File: src/rtl/seq_mult_pkg.sv
// Shared definitions for the sequential shift-add multiplier: state
// encodings, default operand width and the iteration-counter width helper.
package seq_mult_pkg;

  typedef enum logic [1:0] {
    ST_IDLE = 2'd0,
    ST_RUN  = 2'd1,
    ST_DONE = 2'd2
  } state_t;

  localparam int DEFAULT_WIDTH = 18;

  // Counter must reach WIDTH itself, hence WIDTH+1 distinct values.
  function automatic int cnt_width(input int w);
    return $clog2(w + 1);
  endfunction

  localparam int DEFAULT_CNT_W = cnt_width(DEFAULT_WIDTH);

endpackage

File: src/rtl/seq_multiplier_shift_add_step.sv
// One combinational shift-add iteration: conditionally add the multiplicand
// into the accumulator upper half, then shift the whole accumulator right.
module shift_add_step #(
  parameter int WIDTH = 18
) (
  input  logic [2*WIDTH-1:0] acc,
  input  logic [WIDTH-1:0]   mcand,
  input  logic               lsb,
  output logic [2*WIDTH-1:0] acc_next
);

  logic [WIDTH:0] sum;

  // The carry lands in sum[WIDTH] and becomes the new accumulator MSB.
  always_comb begin
    sum      = {1'b0, acc[2*WIDTH-1:WIDTH]} + (lsb ? {1'b0, mcand} : '0);
    acc_next = {sum, acc[WIDTH-1:1]};
  end

endmodule

File: src/rtl/seq_multiplier.sv
// Sequential WIDTH x WIDTH multiplier, one shift-add step per cycle.
// Optional signed mode (SGN) is built only when SEQ_MULT_SIGNED_EN is defined.
module seq_multiplier
  import seq_mult_pkg::*;
#(
  parameter int WIDTH = DEFAULT_WIDTH
) (
  input  logic             CLK,
  input  logic             RST,
  input  logic             START,
  input  logic [WIDTH-1:0] SRC1,
  input  logic [WIDTH-1:0] SRC2,
  input  logic             SGN,
  output logic             BUSY,
  output logic             DONE,
  output logic [WIDTH-1:0] RESULT_LO,
  output logic [WIDTH-1:0] RESULT_HI,
  output logic             OVF
);

  localparam int CW = cnt_width(WIDTH);

  state_t             state, state_nx;
  logic [CW-1:0]      cnt;
  logic [2*WIDTH-1:0] acc, acc_nx, prod;
  logic [WIDTH-1:0]   mcand, mplr, op1, op2;
  logic               last, ovf_nx;

  assign last = (cnt == CW'(WIDTH));

`ifdef SEQ_MULT_SIGNED_EN
  logic neg, neg_in;

  // Iterate on magnitudes; the sign is reapplied when the result is captured.
  assign op1    = (SGN && SRC1[WIDTH-1]) ? -SRC1 : SRC1;
  assign op2    = (SGN && SRC2[WIDTH-1]) ? -SRC2 : SRC2;
  assign neg_in = SGN & (SRC1[WIDTH-1] ^ SRC2[WIDTH-1]);
  assign prod   = neg ? -acc : acc;

  logic sgn_q;
  always_comb begin
    if (sgn_q)
      ovf_nx = ~((&prod[2*WIDTH-1:WIDTH-1]) | ~(|prod[2*WIDTH-1:WIDTH-1]));
    else
      ovf_nx = |prod[2*WIDTH-1:WIDTH];
  end

  always_ff @(posedge CLK) begin
    if (RST) begin
      neg   <= 1'b0;
      sgn_q <= 1'b0;
    end else if (state == ST_IDLE && START) begin
      neg   <= neg_in;
      sgn_q <= SGN;
    end
  end
`else
  logic unused_sgn;
  assign unused_sgn = SGN;
  assign op1        = SRC1;
  assign op2        = SRC2;
  assign prod       = acc;
  assign ovf_nx     = |prod[2*WIDTH-1:WIDTH];
`endif

  shift_add_step #(.WIDTH(WIDTH)) u_step (
    .acc      (acc),
    .mcand    (mcand),
    .lsb      (mplr[0]),
    .acc_next (acc_nx)
  );

  always_ff @(posedge CLK) begin
    if (RST) state <= ST_IDLE;
    else     state <= state_nx;
  end

  always_comb begin
    state_nx = state;
    case (state)
      ST_IDLE: if (START) state_nx = ST_RUN;
      ST_RUN:  if (last)  state_nx = ST_DONE;
      ST_DONE: state_nx = ST_IDLE;
      default: state_nx = ST_IDLE;
    endcase
  end

  // RUN spends WIDTH cycles stepping and one more capturing the product,
  // which puts DONE WIDTH+1 edges after the accepting edge.
  always_ff @(posedge CLK) begin
    if (RST) begin
      cnt       <= '0;
      acc       <= '0;
      mcand     <= '0;
      mplr      <= '0;
      RESULT_LO <= '0;
      RESULT_HI <= '0;
      OVF       <= 1'b0;
    end else begin
      case (state)
        ST_IDLE: if (START) begin
          mcand <= op1;
          mplr  <= op2;
          acc   <= '0;
          cnt   <= '0;
        end
        ST_RUN: begin
          if (last) begin
            RESULT_LO <= prod[WIDTH-1:0];
            RESULT_HI <= prod[2*WIDTH-1:WIDTH];
            OVF       <= ovf_nx;
          end else begin
            acc  <= acc_nx;
            mplr <= mplr >> 1;
            cnt  <= cnt + CW'(1);
          end
        end
        default: ;
      endcase
    end
  end

  assign BUSY = (state != ST_IDLE);
  assign DONE = (state == ST_DONE);

endmodule

File: config.mk
export PLATFORM = sky130hd
export DESIGN_NAME = seq_multiplier
export DESIGN_NICKNAME = d
export VERILOG_FILES = /design/src/rtl/seq_mult_pkg.sv /design/src/rtl/seq_multiplier_shift_add_step.sv /design/src/rtl/seq_multiplier.sv
export SDC_FILE = /design/constraint.sdc
export NUM_CORES = 1
export LEC_CHECK = 0
export CORE_ASPECT_RATIO = 0.7
export CORE_UTILIZATION = 53
export CTS_CLUSTER_DIAMETER = 30
export DETAILED_ROUTE_END_ITERATION = 10
export PLACE_DENSITY = 0.78
export SLEW_MARGIN = 40
export SYNTH_ARGS = -nofsm -noshare
export SYNTH_HDL_FRONTEND = slang
export SYNTH_SLANG_ARGS = --single-unit
File: constraint.sdc
create_clock -name CLK -period 4.4 [get_ports CLK]
set_clock_uncertainty 0.2 [all_clocks]
set_input_delay 0.44 -clock CLK [delete_from_list [all_inputs] [get_ports CLK]]
set_output_delay 0.44 -clock CLK [all_outputs]
set_load 0.1 [all_outputs]
==> flow_metrics.env, run 1 <==
export IMPL_cts_max_path_buffers=2
export IMPL_worstHoldStart="RESULT_HI[11]"
export IMPL_cts_root_buf="clkbuf_16"
export IMPL_netlist_top_cells_count="nand2_1, dfxtp_1, a21oi_1"
export IMPL_cp_max_fo=19
export IMPL_clkPwrFrac=0.525
export IMPL_h_tree_depth=4
export IMPL_dp_hpwl_mm=8.50
export IMPL_grt_overflow=0
export IMPL_fmax_mhz=340
export IMPL_fin_cells=838
export IMPL_tns_ps=0
export IMPL_synth_most_common_cell="nand2_1"
export IMPL_tritoncts="yes"
export IMPL_grt_start_max_net_pins=70
export IMPL_avgSynthCellArea_um2=8.21
export IMPL_reg2reg_from="mplr[0]"
export IMPL_grt_pass1_wl_mm=20.9
export IMPL_cts_buffers=17
export IMPL_start_util=0.563
export IMPL_drtIter0Drc=399
export IMPL_viasPerCell=5.56
export IMPL_synth_adder_area_share=0.0515
export IMPL_finalCriticalPeriod_ps=2940
export IMPL_drc=0
export IMPL_finalHoldViolCount=0
export IMPL_layout_drive_gt1_share=0.123
export IMPL_synthXorXnorAreaFrac=0.0200
export IMPL_postRouteAntennaNets=0
export IMPL_grtUsageTotal=0.258
export IMPL_coreArea_um2=9330
export IMPL_placedCellCount=806
export IMPL_maxCapViolCount=0
export IMPL_area_growth_pct=23.4
export IMPL_powerDensity_nw_per_um2=424
export IMPL_die_w_um=121
export IMPL_whs_ps=249
export IMPL_arrival_ps=3030
export IMPL_p_int_mw=2.12
export IMPL_row_count=29
export IMPL_hold_path_end="RESULT_HI[11]"
export IMPL_dr_pass1_iters=5
export IMPL_grt_pass1_vias=4237
export IMPL_io_buffer_count=77
export IMPL_rr_worst_depth=9
export IMPL_min_path_type="reg -> reg"
export IMPL_multi_input_comb_area_um2=2730
export IMPL_ctsResizeCount=0
export IMPL_wl_per_cell_um=15.1
export IMPL_worst_pin_slew_ps=700
export IMPL_utilization=0.694
export IMPL_pwr_share_seq=0.403
export IMPL_nFillCells=790
export IMPL_synthMuxAreaShare=0.0343
export IMPL_antenna_found_initial=0
export IMPL_ys_seq_area_frac=0.443
export IMPL_worst_slew_margin_rel=0.533
export IMPL_whs_path_depth=2
export IMPL_synth_area_um2=5250
export IMPL_synth_edf_count=0
export IMPL_synth_compound_area_frac=0.186
export IMPL_rr_endpoint="acc[27]"
export IMPL_switching_share=0.226
export IMPL_clock_latency_ps=410
export IMPL_postCtsSetupRepairBufs=0
export IMPL_cts_clk_slew_worst_paths_ps=60
export IMPL_cts_hold_fix_buffers=0
export IMPL_yosys_area_share_simple=0.229
export IMPL_nNetsFinal=762
export IMPL_p_leak_nw=2.65
export IMPL_synth_seq_cells=116
export IMPL_outcome="complete, no violations"
export IMPL_crit_required_ps=4500
export IMPL_ys_async_sr_fraction=0
export IMPL_die_area_um2=10300
export IMPL_combinationalPowerShare=0.072
export IMPL_gp_congestion=0.834
export IMPL_ioPinCount=79
export IMPL_endpoint_kind="flip-flop"
export IMPL_antenna_cells=0
export IMPL_rsz0062_at_grt="no"
export IMPL_finalPower_mw=2.74
export IMPL_ys_types=50
export IMPL_start_kind="flip-flop"
export IMPL_routed_wl_mm=12.6
export IMPL_synth_top_area_share=0.443
export IMPL_clkSinkCount=116
export IMPL_ff_latch_area_um2=2320
export IMPL_ys_warn_count=0
export IMPL_path_class="reg -> reg"
export IMPL_r2r_setup_slack_ps=1460
export IMPL_max_vdd_ir_drop_uv=302
export IMPL_synth_area_leaders="dfxtp_1, nand2_1, a21oi_1"
export IMPL_setup_viol=0
export IMPL_switchingPower_mw=0.621
export IMPL_die_y_um=85.2
export IMPL_vias=4658
export IMPL_synth_top_family_by_area="simple AND/OR/NAND/NOR gates"
export IMPL_synth_top_cell_by_area="dfxtp_1"
export IMPL_slew_violations=0
export IMPL_syn_inst=639
export IMPL_period_share=0.668
export IMPL_ys_flop_type="dfxtp_1"
export IMPL_syn_nets=700
==> layout make-up <==
type                    count  share of cell area
multi-input cells         479               0.422
flip-flops and latches    116               0.359
repair buffers             84              0.0966
clock buffers              19              0.0684
clock inverters            13              0.0282
well taps                 124              0.0240
inverters                   3             0.00174
==> power by group through the flow <==
| stage | clock network, mW | logic, mW | registers (mW) |
|---|---|---|---|
| 5_1_grt | 1.50 | 0.218 | 1.11 |
| 6_report | 1.44 | 0.197 | 1.10 |
| 3_3_place_gp | 0 | 0.190 | 1.12 |
| 4_1_cts | 1.46 | 0.197 | 1.10 |
| 3_5_place_dp | 0 | 0.195 | 1.13 |
| 2_1_floorplan | 0 | 0.138 | 1.12 |
==> routing by layer <==
metal  vias to the layer above  share of wire  track usage
met4                         0         0.0055       0.0651
met3                         8          0.068       0.0652
li1                       2360              -            -
met5                         -              0            0
met1                      2134           0.51        0.384
met2                       156           0.41        0.367
==> logic make-up (layout without fill, tap and decap cells) <==
logic type | count (synthesis) | after routing
multiplexers | 18 | 18
flip-flops | 116 | 116
AND/OR/NAND/NOR | 268 | 268
XOR/XNOR | 12 | 12
buffers and inverters | 44 | 119
AO/OA/AOI/OAI | 160 | 160
adder cells (fa/ha/maj) | 21 | 21
==> placed cells by master (no fill, tap or decap), types with 2 or more instances in the layout <==
cell type	count
nor2b_1	2
clkinv_2	4
nand3_1	28
o21ai_0	10
nor4_1	3
buf_2	39
or3_1	3
nand4_1	4
inv_1	3
and2_1	19
ha_1	20
nand2b_1	3
nor3_2	3
a211oi_1	22
o21a_1	2
o31ai_1	2
clkbuf_16	17
a22o_1	6
a2111oi_0	2
clkinv_4	4
xnor2_1	4
a32o_1	2
nor2_2	2
buf_4	8
a31oi_1	4
bufinv_16	4
mux2i_1	18
nor3_1	6
nor2_1	37
o21ai_1	3
clkdlybuf4s50_1	37
a21o_1	4
nor3b_1	2
dfxtp_1	116
xor2_1	8
a21oi_1	94
nand2_1	148
==> state kept, by name (all words and copies together) (netlist names) <==
signal     cells
cnt            5
mcand         18
mplr          18
RESULT_HI     18
acc           36
state          2
OVF            1
RESULT_LO     18
==> critical path, cell delays in order, from the launching register on <==
cell and delay [ps]:
dfxtp_1 460, and2_1 240, ha_1 220, fa_1 410, nand3_1 110, a21oi_1 70, a31oi_1 510, o21ai_0 220
xor2_1 170, a22o_1 200
==> worst max-delay path by stage <==
stage,from,to,slack (ps),cells past startpoint
final,mplr[0],acc[27],1460,9
after global routing,mplr[0],acc[27],1320,9
after CTS,mplr[0],acc[27],1470,9
after detailed placement,mplr[0],acc[27],1480,9
after global placement,mplr[0],acc[27],1470,9
after floorplan,mplr[0],acc[27],1860,10
==> metrics by stage <==
step	worst slack [ps]	area (um2)
floorplan	1860	5250
global placement	1470	6040
detailed placement	1480	5850
CTS	1470	6470
global route	1320	6470
finish	1460	6470
Power figures use the tool's default switching activity.
==> inputs of run 2 (changes only) <==
--- a/config.mk
+++ b/config.mk
@@ -6,10 +6,10 @@
 export NUM_CORES = 1
 export LEC_CHECK = 0
 export CORE_ASPECT_RATIO = 0.7
-export CORE_UTILIZATION = 53
+export CORE_UTILIZATION = 49
 export CTS_CLUSTER_DIAMETER = 30
 export DETAILED_ROUTE_END_ITERATION = 10
-export PLACE_DENSITY = 0.78
+export PLACE_DENSITY = 0.76
 export SLEW_MARGIN = 40
 export SYNTH_ARGS = -nofsm -noshare
 export SYNTH_HDL_FRONTEND = slang
==> constraint.sdc (replaced) <==
create_clock -name CLK -period 2.7 [get_ports CLK]
set_clock_uncertainty 0.2 [all_clocks]
set_input_delay 0.27 -clock CLK [delete_from_list [all_inputs] [get_ports CLK]]
set_output_delay 0.27 -clock CLK [all_outputs]
set_load 0.1 [all_outputs]
==> run 2 against run 1 <==
Net effect:
- the flow now finishes with violations (DRC)
- first-iteration DRC count up 0.25%
- clock power up 65%
- power up 64%
- largest power group unchanged
- critical path type unchanged
- maximum frequency up 16%
==> flow_metrics.env, run 2 (synthesized netlist as in run 1, its figures left out) <==
export IMPL_worstHoldStart="RST"
export IMPL_grtUsageTotal=0.232
export IMPL_drtIter0Drc=400
export IMPL_finalPower_mw=4.50
export IMPL_reg2reg_from="mplr[0]"
export IMPL_clock_latency_ps=410
export IMPL_cts_root_buf="clkbuf_16"
export IMPL_nNetsFinal=768
export IMPL_dpl_cell_area_um2=6000
export IMPL_nFillCells=901
export IMPL_tritoncts="yes"
export IMPL_worst_pin_slew_ps=578
export IMPL_rr_endpoint="acc[33]"
export IMPL_setup_viol=0
export IMPL_maxCapViolCount=0
export IMPL_routed_wl_mm=12.2
export IMPL_clkSinkCount=116
export IMPL_mostFrequentLayoutCells="nand2_1, dfxtp_1, a21oi_1"
export IMPL_max_vdd_ir_drop_uv=542
export IMPL_crit_family="compound AO/OA/AOI/OAI gates"
export IMPL_fmax_mhz=395
export IMPL_dr_pass1_iters=8
export IMPL_pre_cts_slack_ps=23.0
export IMPL_slowest_delay_ps=400
export IMPL_cts_buffers=17
export IMPL_antenna_cells=0
export IMPL_coreArea_um2=10400
export IMPL_failed_checks="DRC"
export IMPL_arrival_ps=2640
export IMPL_die_w_um=126
export IMPL_start_util=0.505
export IMPL_worst_slew_margin_rel=0.614
export IMPL_crit_required_ps=2810
export IMPL_finalHoldViolCount=0
export IMPL_viasPerCell=5.44
export IMPL_cts_clk_slew_worst_paths_ps=60
export IMPL_regMostFlops="acc"
export IMPL_p_leak_nw=2.66
export IMPL_area_growth_pct=26.6
export IMPL_powerDensity_nw_per_um2=678
export IMPL_setup_ws_ps=167
export IMPL_finalCriticalPeriod_ps=2530
export IMPL_gp_congestion=0.933
export IMPL_rsz0062_at_grt="no"
export IMPL_whs_path_depth=2
export IMPL_worst_path_buf_inv=0
export IMPL_vias=4634
export IMPL_rr_worst_depth=8
export IMPL_cp_max_fo=19
export IMPL_grt_start_max_net_pins=51
export IMPL_fin_cells=852
export IMPL_endpoint_kind="flip-flop"
export IMPL_io_buffer_count=77
export IMPL_outcome="finished, violations left"
export IMPL_ioPinCount=79
export IMPL_dp_hpwl_mm=8.42
export IMPL_drc=6
export IMPL_min_path_type="in -> reg"
export IMPL_period_share=0.938
export IMPL_r2r_setup_slack_ps=170
export IMPL_grt_overflow=0
export IMPL_die_area_um2=11100
export IMPL_placedCellCount=820
export IMPL_postCtsSetupRepairBufs=0
export IMPL_h_tree_depth=4
export IMPL_cts_max_path_buffers=2
export IMPL_largest_reg_flops=36
export IMPL_grt_pass1_vias=4165
export IMPL_row_count=31
export IMPL_worstPathCellList="and2_1 -> ha_1 -> a2111oi_0 -> o21ai_0 -> a41oi_1 -> o31ai_1 -> xor2_1 -> a22o_1"
export IMPL_path_class="reg -> reg"
export IMPL_cpMaxStageDelayCell="a2111oi_0"
export IMPL_grt_pass1_wl_mm=20.0
export IMPL_wl_per_cell_um=14.4
export IMPL_start_kind="flip-flop"
export IMPL_tns_ps=0
export IMPL_die_y_um=88.6
export IMPL_slew_violations=0
export IMPL_postRouteAntennaNets=0
export IMPL_hold_path_end="cnt[0]"
export IMPL_antenna_found_initial=0
export IMPL_layout_drive_gt1_share=0.132
export IMPL_final_cell_area_um2=6640
export IMPL_layout_commonest_cell="nand2_1"
==> run 2: cell types whose count changed in the layout (fill, tap and decap cells not counted), moves of 2 or more <==
cell,previous run,this run
clkinvlp_4,1,5
buf_4,8,53
buf_2,39,0
clkinv_4,4,0
clkinv_2,4,2
==> run 2: worst max path at each step <==
stage,from,endpoint,cells after the start
2_1_floorplan,mplr[0],acc[27],10
3_3_place_gp,mplr[0],acc[34],8
3_5_place_dp,mplr[0],acc[34],8
4_1_cts,mplr[0],acc[34],8
5_1_grt,mplr[0],acc[27],10
6_report,mplr[0],acc[33],8
==> run 2: routing by layer <==
layer,wire [um],GRT usage,vias up
met5,0,0,-
met4,128,0.0820,0
met3,677,0.0611,13
met2,5010,0.337,130
met1,6420,0.330,2120
li1,-,-,2371
==> run 2: power breakdown <==
group	internal, mW	total [mW]	switching (mW)
sequential	1.76	1.80	0.0338
combinational	0.134	0.328	0.194
clock	1.59	2.38	0.787
==> run 2: layout make-up <==
type / count / area (um2) / share of cell area
flip-flops and latches: 116 / 2330 / 0.350
clock inverters: 12 / 176 / 0.0266
well taps: 132 / 165 / 0.0249
clock buffers: 20 / 457 / 0.0688
repair buffers: 90 / 768 / 0.116
multi-input cells: 479 / 2740 / 0.412
inverters: 3 / 11.3 / 0.00170
==> run 2: per-stage QoR <==
stage / hold slack (ps) / utilization
3_5_place_dp: 244 / 0.577
5_1_grt: 164 / 0.639
2_1_floorplan: 206 / -
4_1_cts: 139 / 0.638
6_report: 153 / 0.639
3_3_place_gp: 241 / 0.577
==> run 2: repair_timing <==
| action | CTS | global route |
|---|---|---|
| resized for setup | 0 | 3 |
| endpoints found under the setup margin | 0 | 9 |
| hold buffers | 0 | 0 |
==> inputs of run 3 (changes only) <==
--- a/config.mk
+++ b/config.mk
@@ -7,7 +7,8 @@
 export LEC_CHECK = 0
 export CORE_ASPECT_RATIO = 0.7
 export CORE_UTILIZATION = 49
-export CTS_CLUSTER_DIAMETER = 30
+export CTS_BUF_LIST = sky130_fd_sc_hd__clkbuf_16
+export CTS_CLUSTER_DIAMETER = 60
 export DETAILED_ROUTE_END_ITERATION = 10
 export PLACE_DENSITY = 0.76
 export SLEW_MARGIN = 40
==> run 3 against run 2 <==
Net effect:
- the flow still finishes with violations (DRC)
- combinational power about the same
- worst hold slack lost 4.5 ps
- sequential power is essentially flat
- largest cell class unchanged
- highest routed layer unchanged
==> flow_metrics.env, run 3 (synthesized netlist as in run 1, its figures left out) <==
export IMPL_min_path_type="in -> reg"
export IMPL_grt_overflow=0
export IMPL_io_buffer_count=77
export IMPL_fin_cells=852
export IMPL_setup_viol=0
export IMPL_placedCellCount=820
export IMPL_finalCriticalPeriod_ps=2550
export IMPL_grtUsageTotal=0.232
export IMPL_rr_worst_depth=8
export IMPL_period_share=0.945
export IMPL_start_util=0.505
export IMPL_ctsResizeCount=0
export IMPL_start_kind="flip-flop"
export IMPL_regMostFlops="acc"
export IMPL_clkSinkCount=116
export IMPL_die_w_um=126
export IMPL_cts_root_buf="clkbuf_16"
export IMPL_endpoint_kind="flip-flop"
export IMPL_p_leak_nw=2.65
export IMPL_dp_hpwl_mm=8.42
export IMPL_powerDensity_nw_per_um2=670
export IMPL_cts_clk_slew_worst_paths_ps=60
export IMPL_arrival_ps=2660
export IMPL_die_y_um=88.6
export IMPL_layout_commonest_cell="nand2_1"
export IMPL_drc=6
export IMPL_dr_pass1_iters=8
export IMPL_multi_input_comb_area_um2=2740
export IMPL_max_vdd_ir_drop_uv=543
export IMPL_drtIter0Drc=370
export IMPL_grt_start_max_net_pins=51
export IMPL_mostFrequentLayoutCells="nand2_1, dfxtp_1, a21oi_1"
export IMPL_grt_pass1_wl_mm=20.0
export IMPL_largest_reg_flops=36
export IMPL_reg2reg_from="mplr[0]"
export IMPL_crit_required_ps=2810
export IMPL_nNetsFinal=768
export IMPL_whs_path_depth=2
export IMPL_grt_pass1_vias=4175
export IMPL_viasPerCell=5.45
export IMPL_vias=4641
export IMPL_fmax_mhz=392
export IMPL_antenna_cells=0
export IMPL_coreArea_um2=10400
export IMPL_gp_congestion=0.933
export IMPL_r2r_setup_slack_ps=150
export IMPL_finalHoldViolCount=0
export IMPL_maxCapViolCount=0
export IMPL_clock_latency_ps=410
export IMPL_pre_cts_slack_ps=23.0
export IMPL_worst_slew_margin_rel=0.619
export IMPL_slew_violations=0
export IMPL_ff_latch_area_um2=2330
export IMPL_tns_ps=0
export IMPL_row_count=31
export IMPL_die_area_um2=11100
export IMPL_layout_drive_gt1_share=0.129
export IMPL_wl_per_cell_um=14.3
export IMPL_outcome="finished, violations left"
export IMPL_hold_path_end="cnt[0]"
export IMPL_worst_pin_slew_ps=571
export IMPL_h_tree_depth=4
export IMPL_cp_max_fo=19
export IMPL_postCtsSetupRepairBufs=0
export IMPL_setup_ws_ps=149
export IMPL_routed_wl_mm=12.2
export IMPL_antenna_found_initial=0
export IMPL_rr_endpoint="acc[33]"
export IMPL_path_class="reg -> reg"
export IMPL_area_growth_pct=26.2
export IMPL_worstHoldStart="RST"
export IMPL_whs_ps=149
export IMPL_tritoncts="yes"
export IMPL_cts_buffers=17
export IMPL_nFillCells=905
export IMPL_cts_hold_fix_buffers=0
export IMPL_failed_checks="DRC"
export IMPL_cts_max_path_buffers=2
export IMPL_rsz0062_at_grt="no"
export IMPL_postRouteAntennaNets=0
export IMPL_ioPinCount=79
==> run 3: critical path: stages, from the launching register on <==
cell	delay, ps
dfxtp_4	380
and2_1	160
ha_1	360
a2111oi_0	420
o21ai_0	220
a41oi_1	240
o31ai_1	120
xor2_1	150
a22o_1	200
==> run 3: routing by layer <==
metal | vias up | track usage | part of all wire
met5 | - | 0 | 0
met4 | 0 | 0.0820 | 0.010
met3 | 13 | 0.0611 | 0.061
met2 | 129 | 0.339 | 0.41
met1 | 2129 | 0.330 | 0.52
li1 | 2370 | - | -
==> run 3: layout make-up <==
class | instances | area share
Clock buffer | 17 | 0.0643
Clock inverter | 15 | 0.0284
Inverter | 3 | 0.00170
Multi-Input combinational cell | 479 | 0.413
Sequential cell | 116 | 0.351
Tap cell | 132 | 0.0249
Timing Repair Buffer | 90 | 0.116
==> run 3: worst max path at each step <==
stage                        from       to  cells past startpoint
after global placement    mplr[0]  acc[34]                      8
after CTS                 mplr[0]  acc[34]                      8
after global routing      mplr[0]  acc[27]                     10
after detailed placement  mplr[0]  acc[34]                      8
final                     mplr[0]  acc[33]                      8
after floorplan           mplr[0]  acc[27]                     10
==> run 3: through the flow <==
step | total power, mW | cell area, um2 | utilization
after floorplan | 2.05 | 5250 | -
after global placement | 2.15 | 6000 | 0.577
after detailed placement | 2.16 | 6000 | 0.577
after CTS | 4.46 | 6610 | 0.636
after global routing | 4.58 | 6620 | 0.637
final | 4.44 | 6620 | 0.637
==> run 3: power by group <==
group	leakage [nW]	internal [mW]	total, mW	switching [mW]
logic	1.42	0.134	0.328	0.193
registers	0.943	1.77	1.80	0.0334
clock network	0.288	1.53	2.31	0.783
total	2.65	3.43	4.44	1.01
